`src/rtl/mult_add_unit_float16_pkg.sv`:
```
// Shared CNN datapath constants and FP16 helpers for the multiply-accumulate unit.
package mult_add_unit_float16_pkg;

  localparam int DATA_WIDTH    = 16;
  localparam int CLK_NUM_WIDTH = 8;
  localparam int SIGN_WIDTH    = 1;
  localparam int EXP_WIDTH     = 5;
  localparam int MANT_WIDTH    = 10;
  localparam int EXP_BIAS      = 15;

  localparam logic [DATA_WIDTH-1:0] FP16_POS_INF = 16'h7C00;
  localparam logic [DATA_WIDTH-1:0] FP16_NEG_INF = 16'hFC00;
  localparam logic [DATA_WIDTH-1:0] FP16_QNAN    = 16'h7E00;
  localparam logic [DATA_WIDTH-1:0] FP16_ZERO    = 16'h0000;

  typedef struct packed {
    logic [SIGN_WIDTH-1:0] sign;
    logic [EXP_WIDTH-1:0]  exp;
    logic [MANT_WIDTH-1:0] mant;
  } fp16_t;

  function automatic logic [DATA_WIDTH-1:0] fp16_inf(input logic s);
    return s ? FP16_NEG_INF : FP16_POS_INF;
  endfunction

  // RNE round of a normalized mantissa, then saturate to inf or flush to signed zero.
  function automatic logic [DATA_WIDTH-1:0] fp16_round_pack(input logic s,
                                                           input logic signed [7:0] e,
                                                           input logic [9:0] m,
                                                           input logic g,
                                                           input logic st);
    logic [10:0]       r;
    logic signed [7:0] e2;
    r  = {1'b0, m} + {10'b0, g & (st | m[0])};
    e2 = e + $signed({7'b0, r[10]});
    if (e2 >= 8'sd31)     return fp16_inf(s);
    else if (e2 <= 8'sd0) return {s, 15'b0};
    else                  return {s, e2[4:0], r[9:0]};
  endfunction

endpackage

```
`src/rtl/mult_add_unit_float16_if.sv`:
```
// Operand/result bundle of the FP16 multiply-accumulate unit.
interface mult_add_unit_float16_if;
  import mult_add_unit_float16_pkg::*;

  // No valid/ready pair: every clock edge out of reset consumes one (mult_a, mult_b)
  // pair, and result_ready is a one-cycle qualifier saying mult_add_result is a new group sum.
  logic [DATA_WIDTH-1:0]    mult_a;
  logic [DATA_WIDTH-1:0]    mult_b;
  logic [CLK_NUM_WIDTH-1:0] clk_num;
  logic                     result_ready;
  logic [DATA_WIDTH-1:0]    mult_add_result;

  modport master (output mult_a, mult_b, clk_num, input result_ready, mult_add_result);
  modport slave  (input mult_a, mult_b, clk_num, output result_ready, mult_add_result);
endinterface

```
`src/rtl/mult_add_unit_float16_fp16_add.sv`:
```
// Combinational FP16 adder: align, add/subtract, normalize, RNE round, specials, flush-to-zero.
module fp16_add
  import mult_add_unit_float16_pkg::*;
(
  input  logic [DATA_WIDTH-1:0] a,
  input  logic [DATA_WIDTH-1:0] b,
  output logic [DATA_WIDTH-1:0] sum
);

  fp16_t             fa, fb, x, y;
  logic              a_zero, b_zero, a_inf, b_inf, a_nan, b_nan;
  logic [4:0]        d;
  logic [13:0]       mx, my_full, my_sh, my, norm;
  logic              sticky;
  logic [14:0]       raw;
  logic [3:0]        lz;
  logic signed [7:0] e;

  function automatic logic [3:0] lzc14(input logic [13:0] v);
    logic [3:0] n;
    logic       found;
    n     = 4'd0;
    found = 1'b0;
    for (int i = 13; i >= 0; i--) begin
      if (!found) begin
        if (v[i]) found = 1'b1;
        else      n = n + 4'd1;
      end
    end
    return n;
  endfunction

  assign fa = a;
  assign fb = b;

  always_comb begin
    a_zero = (fa.exp == '0);
    b_zero = (fb.exp == '0);
    a_inf  = (fa.exp == '1) && (fa.mant == '0);
    b_inf  = (fb.exp == '1) && (fb.mant == '0);
    a_nan  = (fa.exp == '1) && (fa.mant != '0);
    b_nan  = (fb.exp == '1) && (fb.mant != '0);

    // x carries the larger magnitude so the subtraction never goes negative.
    if ({fb.exp, fb.mant} > {fa.exp, fa.mant}) begin
      x = fb;
      y = fa;
    end else begin
      x = fa;
      y = fb;
    end
    d       = x.exp - y.exp;
    mx      = {1'b1, x.mant, 3'b000};
    my_full = {1'b1, y.mant, 3'b000};
    my_sh   = my_full >> d;
    sticky  = ((my_sh << d) != my_full);
    my      = my_sh | {13'b0, sticky};

    if (x.sign == y.sign) raw = {1'b0, mx} + {1'b0, my};
    else                  raw = {1'b0, mx} - {1'b0, my};

    e  = $signed({3'b000, x.exp});
    lz = lzc14(raw[13:0]);
    if (raw[14]) begin
      norm = raw[14:1] | {13'b0, raw[0]};
      e    = e + 8'sd1;
    end else begin
      norm = raw[13:0] << lz;
      e    = e - $signed({4'b0000, lz});
    end

    sum = fp16_round_pack(x.sign, e, norm[12:3], norm[2], |norm[1:0]);
    if (raw == '0) sum = FP16_ZERO;

    if (a_nan || b_nan || (a_inf && b_inf && (fa.sign != fb.sign))) sum = FP16_QNAN;
    else if (a_inf)             sum = fp16_inf(fa.sign);
    else if (b_inf)             sum = fp16_inf(fb.sign);
    else if (a_zero && b_zero)  sum = {fa.sign & fb.sign, 15'b0};
    else if (a_zero)            sum = b;
    else if (b_zero)            sum = a;
  end

endmodule

```
`src/rtl/mult_add_unit_float16.sv`:
```
// Streaming FP16 multiply-accumulate: sample pair, register rounded product, accumulate group.
module mult_add_unit_float16
  import mult_add_unit_float16_pkg::*;
(
  input  logic                   clk,
  input  logic                   rst,
  mult_add_unit_float16_if.slave io
);

  logic [DATA_WIDTH-1:0]    a_q, b_q, prod_q, acc_q, result_q;
  logic                     first1_q, last1_q, v1_q, first2_q, last2_q, v2_q, ready_q;
  logic [CLK_NUM_WIDTH-1:0] cnt_q, len_q, eff_len;
  logic                     first_pair, last_pair;

  fp16_t                    a_f, b_f;
  logic                     a_zero, b_zero, a_inf, b_inf, a_nan, b_nan, prod_sign;
  logic [21:0]              prod_mant;
  logic signed [7:0]        prod_exp;
  logic [9:0]               prod_m;
  logic                     prod_g, prod_st;
  logic [DATA_WIDTH-1:0]    prod_d, sum_d, acc_d;

  // Group length is captured on the first pair; zero behaves as a group of one.
  always_comb begin
    first_pair = (cnt_q == '0);
    eff_len    = len_q;
    if (first_pair) eff_len = (io.clk_num == '0) ? CLK_NUM_WIDTH'(1) : io.clk_num;
    last_pair  = (CLK_NUM_WIDTH'(cnt_q + 1'b1) == eff_len);
  end

  assign a_f = a_q;
  assign b_f = b_q;

  always_comb begin
    a_zero    = (a_f.exp == '0);
    b_zero    = (b_f.exp == '0);
    a_inf     = (a_f.exp == '1) && (a_f.mant == '0);
    b_inf     = (b_f.exp == '1) && (b_f.mant == '0);
    a_nan     = (a_f.exp == '1) && (a_f.mant != '0);
    b_nan     = (b_f.exp == '1) && (b_f.mant != '0);
    prod_sign = a_f.sign ^ b_f.sign;
    prod_mant = {1'b1, a_f.mant} * {1'b1, b_f.mant};
    prod_exp  = $signed({3'b000, a_f.exp}) + $signed({3'b000, b_f.exp})
              - $signed(8'(EXP_BIAS)) + $signed({7'b0, prod_mant[21]});
    if (prod_mant[21]) begin
      prod_m  = prod_mant[20:11];
      prod_g  = prod_mant[10];
      prod_st = |prod_mant[9:0];
    end else begin
      prod_m  = prod_mant[19:10];
      prod_g  = prod_mant[9];
      prod_st = |prod_mant[8:0];
    end
    prod_d = fp16_round_pack(prod_sign, prod_exp, prod_m, prod_g, prod_st);
    if (a_nan || b_nan || (a_inf && b_zero) || (b_inf && a_zero)) prod_d = FP16_QNAN;
    else if (a_inf || b_inf)   prod_d = fp16_inf(prod_sign);
    else if (a_zero || b_zero) prod_d = {prod_sign, 15'b0};
  end

  fp16_add u_add (
    .a   (acc_q),
    .b   (prod_q),
    .sum (sum_d)
  );

  assign acc_d = first2_q ? prod_q : sum_d;

  always_ff @(posedge clk or negedge rst) begin
    if (!rst) begin
      a_q      <= '0;
      b_q      <= '0;
      first1_q <= 1'b0;
      last1_q  <= 1'b0;
      v1_q     <= 1'b0;
      prod_q   <= '0;
      first2_q <= 1'b0;
      last2_q  <= 1'b0;
      v2_q     <= 1'b0;
      acc_q    <= '0;
      result_q <= '0;
      ready_q  <= 1'b0;
      cnt_q    <= '0;
      len_q    <= '0;
    end else begin
      a_q      <= io.mult_a;
      b_q      <= io.mult_b;
      first1_q <= first_pair;
      last1_q  <= last_pair;
      v1_q     <= 1'b1;
      len_q    <= eff_len;
      cnt_q    <= last_pair ? '0 : CLK_NUM_WIDTH'(cnt_q + 1'b1);

      prod_q   <= prod_d;
      first2_q <= first1_q;
      last2_q  <= last1_q;
      v2_q     <= v1_q;

      ready_q  <= 1'b0;
      if (v2_q) begin
        acc_q <= acc_d;
        if (last2_q) begin
          result_q <= acc_d;
          ready_q  <= 1'b1;
        end
      end
    end
  end

  assign io.result_ready    = ready_q;
  assign io.mult_add_result = result_q;

endmodule

```
`src/flat_wrapper.sv`:
```
// flat-port wrapper written by rule: the top's interface ports become plain ports
module mult_add_unit_float16_flat import mult_add_unit_float16_pkg::*;
  (clk, rst, io_mult_a, io_mult_b, io_clk_num, io_result_ready, io_mult_add_result);
  mult_add_unit_float16_if io_i ();
  input  logic clk;
  input  logic rst;
  input wire logic [$bits(io_i.mult_a)-1:0] io_mult_a;
  input wire logic [$bits(io_i.mult_b)-1:0] io_mult_b;
  input wire logic [$bits(io_i.clk_num)-1:0] io_clk_num;
  output wire logic [$bits(io_i.result_ready)-1:0] io_result_ready;
  output wire logic [$bits(io_i.mult_add_result)-1:0] io_mult_add_result;
  assign io_i.mult_a = io_mult_a;
  assign io_i.mult_b = io_mult_b;
  assign io_i.clk_num = io_clk_num;
  assign io_result_ready = io_i.result_ready;
  assign io_mult_add_result = io_i.mult_add_result;
  mult_add_unit_float16 u_core (.clk(clk), .rst(rst), .io(io_i));
endmodule
```
`config.mk`:
```
export PLATFORM = sky130hd
export DESIGN_NAME = mult_add_unit_float16_flat
export DESIGN_NICKNAME = d
export VERILOG_FILES = /design/src/rtl/mult_add_unit_float16_pkg.sv /design/src/rtl/mult_add_unit_float16_if.sv /design/src/rtl/mult_add_unit_float16_fp16_add.sv /design/src/rtl/mult_add_unit_float16.sv /design/src/flat_wrapper.sv
export SDC_FILE = /design/constraint.sdc
export NUM_CORES = 1
export LEC_CHECK = 0
export ABC_AREA = 1
export CORE_MARGIN = 2
export CORE_UTILIZATION = 30
export CTS_BUF_LIST = sky130_fd_sc_hd__clkbuf_4 sky130_fd_sc_hd__clkbuf_8 sky130_fd_sc_hd__clkbuf_16
export DETAILED_ROUTE_END_ITERATION = 10
export PLACE_DENSITY = 0.51
export SLEW_MARGIN = 10
export SYNTH_ARGS = -nofsm -noshare
export SYNTH_HDL_FRONTEND = slang
export SYNTH_SLANG_ARGS = --single-unit
```
`constraint.sdc`:
```
create_clock -name clk -period 29.3 [get_ports clk]
set_clock_uncertainty 0.1 [all_clocks]
set_input_delay 4.395 -clock clk [delete_from_list [all_inputs] [get_ports clk]]
set_output_delay 4.395 -clock clk [all_outputs]
set_load 0.02 [all_outputs]
```
==> impl_metrics.ini <==
[layout]
drive_gt1_share_pct = 5.49
num_antenna_cells = 0
syn_to_final_growth_pct = 9.15
nets = 2474

[clock_network]
post_cts_buffers = 0
clk_latency_ns = 0.37
cts_resized = 0
ctsHoldBuffers = 0
cts_tree = done
cts.clk_slew.worst_paths_ns = 0.08
cts-root-buf = clkbuf_16
cts.sinks = 103
cts_buffers = 9
clk_path_buf_depth = 2
cts_max_level = 3

[run_status]
status = finished clean

[synth]
postSynthCellCount = 2209
synthesis.area_um2 = 14700
syn_area_per_cell_um2 = 6.66
ys_warn_count = 0
synth_cell_types = 65
ys_seq_elements = 103
yosysSeqAreaShare_pct = 17.5
async_reset_ff_share_pct = 100
synthesis.nets = 2467
synth_flop_cell = dfrtp_1
synth_edf_count = 0

[global_routing]
grt.met3_usage_pct = 1.56
gr-total-overflow = 0
globalRouteMet2Util_pct = 31.1
antenna_found_initial = 0
grt_use_total_pct = 17.7
grt_pass1_wl_um = 72400
busiest_layer = met2
grt_pass1_vias = 14000
grt_max_degree = 72
use_met1_pct = 23.1

[timing]
setup_viol = 0
slew_headroom_pct = 30.4
finalCritPeriodShare_pct = 56.6
hold_violations = 0
finalCriticalPeriod_ns = 16.58
slew_viol_final = 0
rsz0062_at_grt = no
setup_tns_ns = 0
max_freq_mhz = 60.3
worst_pin_slew_ns = 1.04

[critical_path]
reg2reg_slack_ns = 12.72
slowest_delay_ns = 1.00
start_kind = register
arrival_ns = 16.79
timing.rr.end = u_core.acc_q[3]$_DFFE_PN0P_
endpoint_kind = register
cp_slowest_cell = ha_1
cpMostUsedCell = nand2_1
worstSetupPathType = register to register
rr_worst_depth = 110
startpoint = u_core.acc_q[10]$_DFFE_PN0P_
worstPathRequired_ns = 29.51
reg2reg_from = u_core.acc_q[10]$_DFFE_PN0P_
path_max_fanout = 43

[die]
core_um2 = 48600
ioPinCount = 59
num_rows = 81
dieArea_um2 = 50800
dieWidth_um = 225
die_h_um = 225
start_util_pct = 30.2

[route]
via_per_inst = 4.95
wl_per_cell_um = 15.3
drt_iter0_drc = 771
ant_nets = 0
dr.pass1.iters = 5
num_vias = 14100
routed_wirelength_um = 43600
drc = 0

[hold_path]
holdPathStages = 0
hp-class = register to register
holdCritStartpoint = u_core.first1_q$_DFF_PN0_
hold_end = u_core.first2_q$_DFF_PN0_

[placed_design]
finalWeightedCongestion = 0.933
dp.final_hpwl_um = 35700
io_buffers = 58

[run]
maxCapViolCount = 0
-- metal layers --
metal  part of all wire (%)  routed length (um)  up-vias
met1                     45               19600     6595
met5                      0                   0        -
met4                    1.7                 737        0
li1                       -                   -     7065
met2                     49               21300      378
met3                    4.5                1940       46
-- cell type report --
type	count	area (um^2)
sequential	103	2580
clock inverter	6	47.5
clock buffer	10	233
multi-input combinational	1667	10400
inverter	373	1400
timing repair buffer	62	608
tap	622	778
fill	5343	32600
-- layout by cell type, fill, tap and decap left out, drive strengths merged, types with 36 or more instances in the layout --
| master | instances |
|---|---|
| inv | 366 |
| fa | 84 |
| clkdlybuf4s50 | 57 |
| a21oi | 89 |
| dfrtp | 103 |
| nand4 | 36 |
| nand3 | 211 |
| xor2 | 37 |
| nand2 | 679 |
| o21ai | 130 |
| nor2 | 125 |
| ha | 132 |
-- worst max-delay path by stage --
stage | end | slack, ns | cells past startpoint
floorplan | u_core.acc_q[0]$_DFFE_PN0P_ | 16.63 | 111
global placement | u_core.io.mult_add_result[3]$_DFFE_PN0P_ | 13.45 | 110
detailed placement | u_core.io.mult_add_result[3]$_DFFE_PN0P_ | 13.03 | 110
CTS | u_core.io.mult_add_result[4]$_DFFE_PN0P_ | 12.96 | 110
global route | u_core.io.mult_add_result[4]$_DFFE_PN0P_ | 10.74 | 110
finish | u_core.acc_q[3]$_DFFE_PN0P_ | 12.72 | 110
-- critical path: cells and delay by family (launching register included) --
kind	cells	cell delay, ns
AO/OA/AOI/OAI	13	1.90
adder cells (fa/ha/maj)	13	3.79
buffers and inverters	14	2.05
flip-flops	1	0.41
AND/OR/NAND/NOR	70	8.22
-- kinds of logic after synthesis --
logic type / count (synthesis) / synth area share [%]
flip-flops: 103 / 17.5
multiplexers: 3 / 0.204
other: 1 / 0.0255
AND/OR/NAND/NOR: 1123 / 34.5
AO/OA/AOI/OAI: 274 / 10.4
XOR/XNOR: 50 / 3.03
adder cells (fa/ha/maj): 216 / 22.7
buffers and inverters: 439 / 11.7
-- metrics by stage --
| stage | util [%] | cells | worst slack [ns] | instance area [um^2] | hold slack (ns) |
|---|---|---|---|---|---|
| after floorplan | - | 2209 | 16.63 | 14700 | 0.231 |
| after global placement | 32.4 | 2827 | 13.45 | 15800 | 0.233 |
| after detailed placement | 32.4 | 2827 | 13.03 | 15800 | 0.236 |
| after CTS | 33.0 | 2843 | 12.96 | 16100 | 0.253 |
| final | 33.0 | 2843 | 12.72 | 16100 | 0.250 |
| after global routing | 33.0 | 2843 | 10.74 | 16100 | 0.262 |
-- Yosys cell counts, types with 3 or more instances --
library cell / number / area [um^2]
o31ai_1: 7 / 52.6
nand2_1: 650 / 2440
nand4_1: 33 / 206
ha_1: 132 / 1650
nand3_1: 195 / 976
o211ai_1: 5 / 37.5
nand3b_1: 10 / 75.1
clkinv_1: 7 / 26.3
nand3_2: 14 / 140
o21ai_0: 108 / 541
nor2_1: 108 / 405
nor2_4: 7 / 78.8
clkbuf_1: 42 / 158
inv_2: 21 / 78.8
nand2_2: 21 / 131
a31oi_1: 11 / 68.8
nor4_1: 10 / 62.6
buf_2: 11 / 55.1
or2_2: 6 / 37.5
nor3b_1: 4 / 30.0
mux2i_1: 3 / 30.0
xnor2_1: 13 / 114
o22ai_1: 5 / 31.3
nor3_1: 27 / 135
o21bai_1: 7 / 52.6
fa_1: 84 / 1680
buf_1: 4 / 15.0
and2_1: 8 / 50.1
inv_1: 345 / 1290
a21oi_2: 3 / 26.3
nor2_2: 9 / 56.3
o221ai_1: 6 / 52.6
xor2_1: 36 / 315
o21ai_1: 20 / 100
nand2_4: 8 / 90.1
buf_6: 7 / 78.8
a21oi_1: 86 / 430
dfrtp_1: 103 / 2580
-- flip-flops by register name (all words and copies together) (netlist names), 8 cells and up --
name	cells
u_core.prod_q	16
u_core.len_q	8
u_core.a_f	16
u_core.io.mult_add_result	16
u_core.cnt_q	8
u_core.b_f	16
u_core.acc_q	16
Power is left out: the tool's default activity adds up to more than one toggle a clock period on the data nets, which glitch-free logic cannot reach.
